## src/rtl/fib_arb_pkg.sv

```systemverilog
`default_nettype none
// ============================================================================
// Module      : fib_arb_pkg
// Description : Shared types and round-robin pick helper for fib_arbiter.
// Revision    : 1.0 - initial release
// ============================================================================
package fib_arb_pkg;

  typedef enum logic [1:0] {
    IDLE  = 2'd0,
    ISSUE = 2'd1,
    WAIT  = 2'd2,
    RESP  = 2'd3
  } state_t;

  localparam int c_max_req = 32;
  localparam int c_idx_w   = 5;

  typedef struct packed {
    logic               found;
    logic [c_idx_w-1:0] idx;
  } pick_t;

  // Request vector is zero-padded to c_max_req, so wrapping at c_max_req
  // yields the same order as wrapping at the real requester count.
  function automatic pick_t rr_pick(input logic [c_max_req-1:0] req,
                                    input logic [c_idx_w-1:0]   ptr);
    pick_t              r;
    logic [c_idx_w-1:0] idx;
    r = '0;
    for (int i = 0; i < c_max_req; i++) begin
      idx = ptr + c_idx_w'(i);
      if (!r.found && req[idx]) begin
        r.found = 1'b1;
        r.idx   = idx;
      end
    end
    return r;
  endfunction

endpackage
`default_nettype wire

```

## src/rtl/fib_arbiter_rr_arbiter.sv

```systemverilog
`default_nettype none
// ============================================================================
// Module      : rr_arbiter
// Description : Combinational round-robin pick with a registered pointer.
// Revision    : 1.0 - initial release
// ============================================================================
module rr_arbiter
  import fib_arb_pkg::*;
#(
  parameter int NUM_REQ = 4
) (
  input  logic                       clk,
  input  logic                       rst,
  input  logic [NUM_REQ-1:0]         i_req,
  input  logic                       i_advance,
  input  logic [$clog2(NUM_REQ)-1:0] i_last_id,
  output logic                       o_found,
  output logic [$clog2(NUM_REQ)-1:0] o_idx
);

  localparam int c_idw = $clog2(NUM_REQ);

  logic [c_idw-1:0] r_ptr;
  pick_t            w_pick;

  assign w_pick  = rr_pick(c_max_req'(i_req), c_idx_w'(r_ptr));
  assign o_found = w_pick.found;
  assign o_idx   = c_idw'(w_pick.idx);

  // Pointer moves to the requester after the one just served, wrapping at NUM_REQ.
  always_ff @(posedge clk or negedge rst) begin
    if (!rst) begin
      r_ptr <= '0;
    end else if (i_advance) begin
      if (i_last_id == c_idw'(NUM_REQ - 1)) r_ptr <= '0;
      else                                   r_ptr <= i_last_id + c_idw'(1);
    end
  end

endmodule
`default_nettype wire

```

## src/rtl/fib_arbiter.sv

```systemverilog
`default_nettype none
// ============================================================================
// Module      : fib_arbiter
// Description : Round-robin sharing of one fib core among NUM_REQ requesters,
//               with a watchdog that abandons runs that never complete.
// Revision    : 1.0 - initial release
// ============================================================================
module fib_arbiter
  import fib_arb_pkg::*;
#(
  parameter int NUM_REQ      = 4,
  parameter int INPUT_WIDTH  = 6,
  parameter int OUTPUT_WIDTH = 32,
  parameter int TIMEOUT      = 4095
) (
  input  logic                           clk,
  input  logic                           rst,
  input  logic [NUM_REQ-1:0]             req_valid,
  input  logic [NUM_REQ*INPUT_WIDTH-1:0] req_n,
  output logic [NUM_REQ-1:0]             req_ready,
  output logic                           resp_valid,
  output logic [$clog2(NUM_REQ)-1:0]     resp_id,
  output logic [OUTPUT_WIDTH-1:0]        resp_result,
  output logic                           resp_overflow,
  output logic                           resp_timeout,
  output logic                           busy,
  output logic                           core_go,
  output logic [INPUT_WIDTH-1:0]         core_n,
  input  logic [OUTPUT_WIDTH-1:0]        core_result,
  input  logic                           core_overflow,
  input  logic                           core_done
);

  localparam int               c_idw       = $clog2(NUM_REQ);
  localparam int               c_wdw       = $clog2(TIMEOUT + 1);
  localparam logic [c_wdw-1:0] c_wdog_last = c_wdw'(TIMEOUT - 1);

  state_t                  r_state;
  logic [NUM_REQ-1:0]      r_req_ready;
  logic                    r_resp_valid;
  logic [c_idw-1:0]        r_resp_id;
  logic [OUTPUT_WIDTH-1:0] r_resp_result;
  logic                    r_resp_overflow;
  logic                    r_resp_timeout;
  logic                    r_busy;
  logic                    r_core_go;
  logic [INPUT_WIDTH-1:0]  r_core_n;
  logic [c_idw-1:0]        r_gnt;
  logic [c_wdw-1:0]        r_wdog;

  logic                    w_found;
  logic [c_idw-1:0]        w_idx;
  logic                    w_advance;
  logic [INPUT_WIDTH-1:0]  w_req_n [NUM_REQ];

  for (genvar gi = 0; gi < NUM_REQ; gi++) begin : g_unpack
    assign w_req_n[gi] = req_n[gi*INPUT_WIDTH +: INPUT_WIDTH];
  end

  assign w_advance = (r_state == RESP);

  rr_arbiter #(
    .NUM_REQ (NUM_REQ)
  ) u_rr (
    .clk       (clk),
    .rst       (rst),
    .i_req     (req_valid),
    .i_advance (w_advance),
    .i_last_id (r_gnt),
    .o_found   (w_found),
    .o_idx     (w_idx)
  );

  always_ff @(posedge clk or negedge rst) begin
    if (!rst) begin
      r_state         <= IDLE;
      r_req_ready     <= '0;
      r_resp_valid    <= 1'b0;
      r_resp_id       <= '0;
      r_resp_result   <= '0;
      r_resp_overflow <= 1'b0;
      r_resp_timeout  <= 1'b0;
      r_busy          <= 1'b0;
      r_core_go       <= 1'b0;
      r_core_n        <= '0;
      r_gnt           <= '0;
      r_wdog          <= '0;
    end else begin
      r_req_ready  <= '0;
      r_core_go    <= 1'b0;
      r_resp_valid <= 1'b0;
      case (r_state)
        IDLE: begin
          if (w_found) begin
            r_req_ready <= NUM_REQ'(1) << w_idx;
            r_gnt       <= w_idx;
            r_core_n    <= w_req_n[w_idx];
            r_core_go   <= 1'b1;
            r_busy      <= 1'b1;
            r_state     <= ISSUE;
          end
        end
        ISSUE: begin
          r_wdog  <= '0;
          r_state <= WAIT;
        end
        WAIT: begin
          if (core_done) begin
            r_resp_valid    <= 1'b1;
            r_resp_id       <= r_gnt;
            r_resp_result   <= core_result;
            r_resp_overflow <= core_overflow;
            r_resp_timeout  <= 1'b0;
            r_state         <= RESP;
          end else if (r_wdog == c_wdog_last) begin
            // TIMEOUT-th WAIT cycle without done: abandon the run
            r_resp_valid    <= 1'b1;
            r_resp_id       <= r_gnt;
            r_resp_result   <= '0;
            r_resp_overflow <= 1'b0;
            r_resp_timeout  <= 1'b1;
            r_state         <= RESP;
          end else begin
            r_wdog <= r_wdog + c_wdw'(1);
          end
        end
        RESP: begin
          r_busy  <= 1'b0;
          r_state <= IDLE;
        end
        default: r_state <= IDLE;
      endcase
    end
  end

  assign req_ready     = r_req_ready;
  assign resp_valid    = r_resp_valid;
  assign resp_id       = r_resp_id;
  assign resp_result   = r_resp_result;
  assign resp_overflow = r_resp_overflow;
  assign resp_timeout  = r_resp_timeout;
  assign busy          = r_busy;
  assign core_go       = r_core_go;
  assign core_n        = r_core_n;

endmodule
`default_nettype wire

```

## config.mk

```make
export PLATFORM = sky130hd
export DESIGN_NAME = fib_arbiter
export DESIGN_NICKNAME = d
export VERILOG_FILES = /design/src/rtl/fib_arb_pkg.sv /design/src/rtl/fib_arbiter_rr_arbiter.sv /design/src/rtl/fib_arbiter.sv
export SDC_FILE = /design/constraint.sdc
export NUM_CORES = 1
export LEC_CHECK = 0
export BUFFER_PORTS_ARGS = -buffer_cell sky130_fd_sc_hd__clkbuf_2
export CAP_MARGIN = 0
export CORE_MARGIN = 8
export CORE_UTILIZATION = 35
export CTS_CLUSTER_DIAMETER = 30
export DETAILED_ROUTE_END_ITERATION = 6
export SYNTH_ARGS = -nofsm -noshare
export SYNTH_HDL_FRONTEND = slang
export SYNTH_HIERARCHICAL = 1
export SYNTH_SLANG_ARGS = --single-unit
export TNS_END_PERCENT = 20
```

## constraint.sdc

```tcl
create_clock -name clk -period 3 [get_ports clk]
set_clock_uncertainty 0.05 [all_clocks]
set_input_delay 0.15 -clock clk [delete_from_list [all_inputs] [get_ports clk]]
set_output_delay 0.15 -clock clk [all_outputs]
set_load 0.005 [all_outputs]
```

==> metrics.md <==
| Metric | Value |
|---|---|
| Status | `finished clean` |
| Yosys warning total | `6` |
| Hold depth | `2` |
| Pre-Repair DR Iteration Count | `4` |
| Met2 usage | `21.64%` |
| Grt peak-use layer | `met2` |
| Port Buffer Count | `112` |
| Post-CTS Setup Inserts | `0` |
| Vias/cell | `5.110` |
| Dpl hpwl | `6284 um` |
| Count of different cell masters after synthesis | `53` |
| Final hold viol count | `0` |
| Final WS setup | `0.3117 ns` |
| Total die area | `0.01263 mm^2` |
| Most frequent cells in the layout | `clkbuf_2, dfrtp_1, nand2_1, a22o_1, dlygate4sd3_1` |
| Largest net degree at the start of global routing | `43` |
| Residual DRC count | `0` |
| Hold Crit Class | `input pin to register` |
| Worst vdd ir | `514.7 uV` |
| Total Power | `4366 uW` |
| Cell area after layout | `0.004494 mm^2` |
| First-pass GRT wire length | `15170 um` |
| Number of synthesized flops with an enable pin | `0` |
| Part of the cycle the worst path needs | `89.61%` |
| CTS root buf | `clkbuf_8` |
| Site Rows | `35` |
| Share of post-route cells with drive strength above 1 | `36.24%` |
| Reg clk slew, reported paths | `0.07 ns` |
| # IOs | `113` |
| Vias in the first global route | `2894` |
| Synth Register Bits | `67` |
| Fin crit period | `2.688 ns` |
| Static Leak | `0.002260 uW` |
| Fillers | `814` |
| Slowest cell on crit path | `mux4_2` |
| Crit path DAT | `2.86 ns` |
| CORE AREA | `0.009109 mm^2` |
| Sequential area share after synthesis | `51.56%` |
| Total Wirelength | `8932 um` |
| Fmax | `372.0 MHz` |
| Hold path start | `core_overflow` |
| Max-cap check violation count | `0` |
| FF-to-FF setup slack | `0.31 ns` |
| Tightest Pin Transition | `0.9163 ns` |
| Post-DR wirelength/cell | `16.33 um` |
| CP delay by family, top | `compound AO/OA/AOI/OAI gates` |
| Buf+Inv Stages, Crit Path | `3` |
| Sinks on Clock Net | `67` |
| Starting DRT DRC Count | `179` |
| Finished Core Util | `49.34%` |
| Grt ovf | `0` |
| DIE HEIGHT | `112.4 um` |
| Levels on crit path | `11` |
| Endpoint class of the critical path | `register` |
| Crit path max fanout | `10` |
| Starting density of the core | `35.70%` |
| Setup crit start kind | `register` |
| Initial antenna violation count | `0` |
| Clock Path Buffers | `2` |
| Routed Antenna Nets | `0` |
| Main synth FF type | `dfrtp_1` |
| M1 GR Usage | `19.92%` |
| Resize count post-CTS | `0` |
| Setup Total Neg Slack | `0 ns` |
| Mean Syn Cell Area | `11.53 um^2` |
| Number of nets in the layout | `505` |
| Synthesized area | `0.003252 mm^2` |
| Worst R2R Start | `u_rr/r_ptr[1]$_DFFE_PN0P_` |
| Gr usage total | `14.71%` |
| Routability cong. | `0.8298` |
| Vias | `2795` |
| Pre-CTS setup slack | `0.3754 ns` |
| Ant diodes | `0` |
| CTS buffer count | `9` |
| Maximum level of the CTS H-tree | `3` |
| Crit path launch | `u_rr/r_ptr[1]$_DFFE_PN0P_` |
| Critical path's largest stage delay | `0.51 ns` |
| Most common cell after layout, fill and taps aside | `clkbuf_2` |
| Ys async rst share | `100.0%` |
| Area growth, synth to finish | `38.21%` |
| Max Slew Vio Count | `0` |
| Placed Area | `0.003938 mm^2` |
| Post-Syn Nets | `356` |
| Crit Path Class | `register to register` |
| Die X | `112.4 um` |
| Cell area power density | `971.4 mW/mm^2` |
| Setup violations, final | `0` |
| Clock Latency Late Sink | `0.33 ns` |
| RR Endpoint | `core_n[1]$_DFFE_PN0P_` |
| RSZ-0062 raised after global routing | `false` |
| CP Data Required Time | `3.17 ns` |
| Worst Hold End | `resp_overflow$_DFFE_PN0P_` |
| Post-Syn Instances | `282` |
| Crit-path cells | `inv_1 > ha_1 > inv_1 > o211ai_1 > a21oi_1 > a2111oi_1 > a31oi_1 > buf_4 > mux4_2 > nand2_1 > nand2_1` |
| Clock tree from TritonCTS | `built` |
| Met3 usage | `4.294%` |
| Worst slew margin | `38.91%` |
| Register-to-Register Path Depth | `11` |
## state kept, by name, summed over array words and instances (netlist names)
register	count
resp_overflow	1
r_gnt	2
resp_result	32
resp_id	2
core_go	1
busy	1
r_state	2
req_ready	4
r_wdog	12
resp_timeout	1
resp_valid	1
u_rr/r_ptr	2
core_n	6
## area by class of cell
class	instances	area, um^2	area share (%)
multi-input cells	187	1448	32.21
well taps	111	138.9	3.090
flip-flops and latches	67	1677	37.31
inverters	13	53.80	1.197
clock buffers	10	137.6	3.062
clock inverters	6	88.84	1.977
repair buffers	153	950.9	21.16
## through the flow
step | cells | hold WS (ns)
after CTS | 547 | 0.005913
after detailed placement | 498 | 0.3018
after global routing | 547 | 0.008366
after floorplan | 282 | -0.1956
after global placement | 498 | 0.2957
final | 547 | 0.02424
## cells by family after synthesis
kind of cell | share of synthesized area [%]
DFF | 51.56
adders and majority gates | 3.848
muxes | 7.657
xor gates and xnor gates | 0.2694
and+or+nand+nor | 12.16
AOI/OAI and AO/OA | 20.59
buffers and inverters | 3.925
## synth_stat cells (2+ instances only)
cell type	instances	area [um^2]
mux2_4	2	30.03
o211ai_1	6	45.04
mux2_2	2	22.52
nand2_1	36	135.1
o22ai_1	2	12.51
a221o_1	2	20.02
and3_4	2	22.52
mux2i_1	5	50.05
o21ai_0	7	35.03
and3_1	7	43.79
inv_1	11	41.29
nand2b_1	3	18.77
a22o_1	34	297.8
a41oi_1	2	17.52
ha_1	10	125.1
a21oi_1	8	40.04
nand4_1	2	12.51
mux4_2	6	135.1
clkbuf_1	8	30.03
buf_2	5	25.02
dfrtp_1	67	1677
nand3_1	5	25.02
nor3_1	4	20.02
nor2_1	12	45.04
a31oi_1	6	37.54
## worst reg2reg max path: cells and delay by family, from the launching register on
family	cells	cell delay, ns
mux	1	0.51
compound gates	4	0.55
flops	1	0.47
fa+ha+maj	1	0.37
simple gates	2	0.14
buf+inv	3	0.48
## metal layers
metal / vias up / wire length [um]
li1: 1344 / -
met1: 1330 / 4130
met2: 111 / 3996
met3: 10 / 682
met4: 0 / 123
met5: - / 0
## where the power goes
part | switching [uW] | internal [uW]
clock | 350 | 490
sequential | 238 | 1270
combinational | 1030 | 980
## what timing repair did
| item | in CTS | in global routing |
|---|---|---|
| setup endpoints to repair | 0 | 0 |
| hold endpoints to repair | 72 | 0 |
| hold buffers | 33 | 0 |
## worst max-delay path by stage
stage / endpoint / slack [ns]
after floorplan: core_n[0]$_DFFE_PN0P_ / 0.49
after detailed placement: core_n[0]$_DFFE_PN0P_ / 0.38
final: core_n[1]$_DFFE_PN0P_ / 0.31
after global placement: core_n[1]$_DFFE_PN0P_ / 0.43
after global routing: core_n[1]$_DFFE_PN0P_ / 0.04
after CTS: core_n[1]$_DFFE_PN0P_ / 0.36
Note: power is estimated with default switching activity, not from simulation.
